===== config.mk =====
export PLATFORM = sky130hd
export DESIGN_NAME = bf2_sdf_stage
export DESIGN_NICKNAME = d
export VERILOG_FILES = /design/src/rtl/bf2_sdf_stage.sv
export SDC_FILE = /design/constraint.sdc
export NUM_CORES = 1
export LEC_CHECK = 0
export ABC_AREA = 1
export CORE_UTILIZATION = 44
export DETAILED_ROUTE_END_ITERATION = 8
export GPL_ROUTABILITY_DRIVEN = 0
export SYNTH_ARGS = -nofsm -noshare
export SYNTH_HDL_FRONTEND = slang
export SYNTH_SLANG_ARGS = --single-unit

===== constraint.sdc =====
create_clock -name clk -period 9 [get_ports clk]
set_input_delay 1.35 -clock clk [delete_from_list [all_inputs] [get_ports clk]]
set_output_delay 1.35 -clock clk [all_outputs]
set_load 0.005 [all_outputs]

===== src/rtl/bf2_sdf_stage.sv =====
// ---------------------------------------------------------------------------
// bf2_sdf_stage
//
// Purpose:
//   One radix-2^2 single-path delay-feedback (SDF) butterfly stage.
//   Each stage owns its feedback delay line and its own sample counter.
//   Chain BF2I / BF2II / BF2I ... instances to build an R2^2SDF FFT pipeline.
//   The stage only advances on accepted samples (i_valid high), so the
//   upstream stage can stall it freely.
//
// Parameters:
//   WIDTH - signed width of each real/imag component
//   DEPTH - feedback delay length L (power of two, >= 1)
//   MODE  - 0 = BF2I, 1 = BF2II (applies -j to the last quarter of a 4L frame)
//   SCALE - 1 = butterfly outputs halved (arithmetic shift, truncate)
//           0 = butterfly outputs wrap at WIDTH bits
//
// Ports:
//   clk      - clock, rising edge
//   rst_n    - synchronous active-low reset
//   i_valid  - input sample strobe
//   i_rX     - input real component
//   i_iX     - input imag component
//   o_valid  - output sample strobe (low until the delay line is primed)
//   o_rZ     - output real component (holds while idle)
//   o_iZ     - output imag component (holds while idle)
//   o_frame  - marks the first butterfly-sum output of each frame
// ---------------------------------------------------------------------------
module bf2_sdf_stage #(
    parameter int WIDTH = 16,
    parameter int DEPTH = 8,
    parameter int MODE  = 0,
    parameter int SCALE = 1
) (
    input  logic             clk,
    input  logic             rst_n,
    input  logic             i_valid,
    input  logic [WIDTH-1:0] i_rX,
    input  logic [WIDTH-1:0] i_iX,
    output logic             o_valid,
    output logic [WIDTH-1:0] o_rZ,
    output logic [WIDTH-1:0] o_iZ,
    output logic             o_frame
);

    localparam int LW = (DEPTH > 1) ? $clog2(DEPTH) : 0;
    localparam int CW = LW + 1 + ((MODE != 0) ? 1 : 0);

    logic [CW-1:0]    cnt;
    logic [LW+1:0]    cntExt;
    logic             phaseS;
    logic             phaseT;
    logic             primed;
    logic             lastFill;
    logic             frameHit;

    logic [WIDTH-1:0] delayR [DEPTH];
    logic [WIDTH-1:0] delayI [DEPTH];
    logic [WIDTH-1:0] dR;
    logic [WIDTH-1:0] dI;

    logic [WIDTH-1:0] xR;
    logic [WIDTH-1:0] xI;
    logic [WIDTH:0]   sumR;
    logic [WIDTH:0]   sumI;
    logic [WIDTH:0]   diffR;
    logic [WIDTH:0]   diffI;
    logic [WIDTH-1:0] outR;
    logic [WIDTH-1:0] outI;
    logic [WIDTH-1:0] feedR;
    logic [WIDTH-1:0] feedI;

    // The counter is widened by one zero bit in BF2I so the twiddle-phase bit
    // can be read uniformly; in BF2I it is always zero.
    assign cntExt   = (LW + 2)'(cnt);
    assign phaseS   = cnt[LW];
    assign phaseT   = cntExt[LW+1];
    assign lastFill = (cnt == CW'(DEPTH - 1));
    assign frameHit = (cnt == CW'(DEPTH));

    assign dR = delayR[DEPTH-1];
    assign dI = delayI[DEPTH-1];

    // Keep the top WIDTH bits when halving, otherwise the low WIDTH bits
    // (which silently wraps on overflow).
    function automatic logic [WIDTH-1:0] narrow(input logic [WIDTH:0] v);
        return (SCALE != 0) ? v[WIDTH:1] : v[WIDTH-1:0];
    endfunction

    // Trivial -j twiddle for BF2II: swap components and negate the new imag.
    // Negating the most negative value wraps back onto itself.
    always_comb begin
        xR = i_rX;
        xI = i_iX;
        if ((MODE != 0) && phaseS && phaseT) begin
            xR = i_iX;
            xI = -i_rX;
        end
    end

    // Butterfly at WIDTH+1 bits so the carry is available for scaling.
    always_comb begin
        sumR  = {dR[WIDTH-1], dR} + {xR[WIDTH-1], xR};
        sumI  = {dI[WIDTH-1], dI} + {xI[WIDTH-1], xI};
        diffR = {dR[WIDTH-1], dR} - {xR[WIDTH-1], xR};
        diffI = {dI[WIDTH-1], dI} - {xI[WIDTH-1], xI};
    end

    // Fill phase passes the oldest delayed sample out and stores the new one;
    // butterfly phase emits the sum and recirculates the difference.
    always_comb begin
        outR  = dR;
        outI  = dI;
        feedR = xR;
        feedI = xI;
        if (phaseS) begin
            outR  = narrow(sumR);
            outI  = narrow(sumI);
            feedR = narrow(diffR);
            feedI = narrow(diffI);
        end
    end

    // Sequencing, output register and delay line. Everything except o_valid
    // and o_frame freezes while i_valid is low. primed is first set on the
    // L-th accepted sample, so the first L outputs are flagged invalid.
    always_ff @(posedge clk) begin
        if (!rst_n) begin
            cnt     <= '0;
            primed  <= 1'b0;
            o_valid <= 1'b0;
            o_frame <= 1'b0;
            o_rZ    <= '0;
            o_iZ    <= '0;
            for (int i = 0; i < DEPTH; i++) begin
                delayR[i] <= '0;
                delayI[i] <= '0;
            end
        end else begin
            o_valid <= i_valid && primed;
            o_frame <= i_valid && primed && frameHit;
            if (i_valid) begin
                cnt  <= cnt + CW'(1);
                o_rZ <= outR;
                o_iZ <= outI;
                if (lastFill) begin
                    primed <= 1'b1;
                end
                for (int i = DEPTH - 1; i > 0; i--) begin
                    delayR[i] <= delayR[i-1];
                    delayI[i] <= delayI[i-1];
                end
                delayR[0] <= feedR;
                delayI[0] <= feedI;
            end
        end
    end

endmodule


==> reports/results.ini <==
[run_status]
status = complete, no violations

[cells_and_area]
fillers = 3282
finalNonFillerCells = 2352
drive_above_1_share_pct = 5.219
final_nets = 1974
area_growth_pct = 11.88
num_antenna_cells = 0

[sta]
finalSetupTns_ns = 0
fin_crit_sh_pct = 45.84
fin_skew_ns = 0.009779
slew-limit-headroom_pct = 21.26
worst_pin_slew_ns = 1.178
hold_slack_ns = 0.4509
drv_slew = 0
hold_violations = 0
period_minus_slack_ns = 4.126
setup_viol = 0
rsz0062_at_grt = false
fmax_mhz = 242.4

[synth]
yosysTopAreaCellShare_pct = 49.31
syn_area_um2 = 15590
syn_nets = 1941
ys_seq_area_share_pct = 54.31
synth.ff_latch_count = 295
yosys.area.top_type = edfxtp_1
synthCells = 1840
yosysWarnings = 0
synthTopCellsByArea = edfxtp_1 49%, inv_1 10%, nand2_1 8.8%
synth_cell_types = 33
avgSynthCellArea_um2 = 8.473

[floorplanning]
start_util_pct = 44.91
dieArea_um2 = 36190
core_area_um2 = 34710
ios = 69
die_w_um = 190.2
fp.dieH_um = 190.2
placementRows = 68

[clocking]
clock-sinks = 295
ctsRootBufferMaster = clkbuf_16
cts.clk_slew.worst_paths_ns = 0.06
cts_resized = 0
htree_num_levels = 1
hold_buffers = 0
cts.path.max_buffers = 3
cts_made_buffers = 30
worst_skew_pair.late_latency_ns = 0.56
post-cts-setup-buffers = 0
cts_tree = done

[global_routing]
grt_first_pass_wirelength_mm = 53.81
grt_pass1_vias = 10450
grt_max_degree = 218
grt.overflow.total = 0
track_usage_pct = 18.63
grt_antenna_before_repair = 0

[critical_path]
required_ns = 9.16
crit_chain = clkdlybuf4s50_1, inv_1, nor2_4, inv_8, buf_4
r2r_start = delayR[1][50]
slowest_stage = nor2_4
startpoint = rst_n
cp-end-kind = register
cp_data_arrival_time_ns = 4.29
cpPeakStageDelay_ns = 0.90
crit_type = in -> reg
critPathMaxFanout = 169
start_kind = input port

[power]
ir_worst_vdd_mv = 0.1498
leakagePower_nw = 8.085
p_per_area_nw_per_um2 = 183.1

[flow_run]
drv_cap = 0

[drt]
wirelength_met1_mm = 16.72
dr.pass1.iters = 5
routedWlPerCell_um = 14.04
vias = 11060
wl_met3_mm = 1.532
drt_wl_total_mm = 33.01
dr.max_layer_used = met4
wl_met2_mm = 14.22
drt_iter0_markers = 1012
drtAntennaViolNets = 0
drt_drc_violations_left = 0
viasPerCell = 4.703

[placed_design]
placed_cells = 2296
io_buffers = 68
dp_hpwl_mm = 21.67

[worst_hold_path]
hp-start = o_rZ[13]
hold_path_class = reg -> reg

sequential cells by signal, indices dropped and copies added (netlist names):
name	cells
delayI	128
o_rZ	16
o_valid	1
primed	1
o_frame	1
cnt	4
o_iZ	16
delayR	128
per-layer routing:
layer | GRT usage (%) | vias to the layer above
li1 | - | 5680
met1 | 28.13 | 5085
met2 | 28.35 | 259
met3 | 2.172 | 38
met4 | 4.677 | 0
met5 | 0 | -
kinds of logic (layout without fill, tap and decap cells):
logic type | count (synthesis) | count (layout) | synth area share [%]
AO/OA/AOI/OAI | 145 | 145 | 5.112
XOR/XNOR | 27 | 27 | 1.517
adder cells (fa/ha/maj) | 66 | 66 | 5.489
buffers and inverters | 499 | 556 | 12.94
flip-flops | 295 | 295 | 54.31
AND/OR/NAND/NOR | 808 | 808 | 20.63
placed cells by master, fill, tap and decap left out, drive strengths merged, types with 5 or more instances in the layout:
master / count
nand2: 378
inv: 429
clkdlybuf4s50: 68
nor2: 343
xor2: 23
edfxtp: 256
dfxtp: 39
clkbuf: 37
a21oi: 80
clkinv: 15
ha: 62
o211ai: 5
nand3: 67
o21ai: 54
nor3: 10
cell usage after synthesis:
cell,number
a31oi_1,1
a21oi_2,8
o21bai_1,4
dfxtp_1,39
o211ai_1,5
nand3_1,65
a21oi_1,72
a21o_1,1
buf_2,31
ha_1,62
inv_1,416
nor2_2,7
and2_1,4
inv_2,12
clkbuf_1,21
o21ai_1,11
o21ai_0,39
nand2_2,14
buf_1,2
nand2_1,364
fa_1,4
nand3_2,2
or2_2,1
buf_4,6
nor2_1,336
nor4_1,1
buf_6,11
edfxtp_1,256
xor2_1,23
o21ai_2,4
nor3_1,10
nand4_1,4
xnor2_1,4
worst paths after layout:
| path | to | slack [ns] | cells past startpoint |
|---|---|---|---|
| min reg2reg | o_rZ[13] | 0.45 | 2 |
| min | o_rZ[13] | 0.45 | 2 |
| max | delayI[1][50] | 4.87 | 5 |
| max reg2reg | delayR[0][11] | 6.81 | 10 |
stage by stage:
step	power, W	util (%)	cell area [µm²]	setup WS [ns]
2_1_floorplan	0.001910	-	15590	1.900
3_3_place_gp	0.002002	47.52	16500	4.238
3_5_place_dp	0.002006	47.52	16500	4.205
6_report	0.003195	50.25	17440	4.874
5_1_grt	0.003333	50.25	17440	4.632
4_1_cts	0.003222	50.25	17440	4.802
critical path, delay by kind of cell:
family / cells / cell delay (ns)
buffers and inverters: 4 / 1.97
AND/OR/NAND/NOR: 1 / 0.90
where the power goes:
part           leakage [nW]  internal [W]  switching (W)
sequential             3.16       0.00157      0.0000345
clock                 0.466      0.000687       0.000527
combinational          4.46      0.000125       0.000251
area by class of cell:
type,instances,area [µm²],area share (%)
timing repair buffer,72,723.2,4.146
sequential,295,8469,48.55
clock buffer,37,798.3,4.576
inverter,428,1614,9.253
multi-input combinational,1046,5121,29.36
clock inverter,19,148.9,0.8535
tap,455,569.3,3.264
Power figures use the tool's default switching activity.
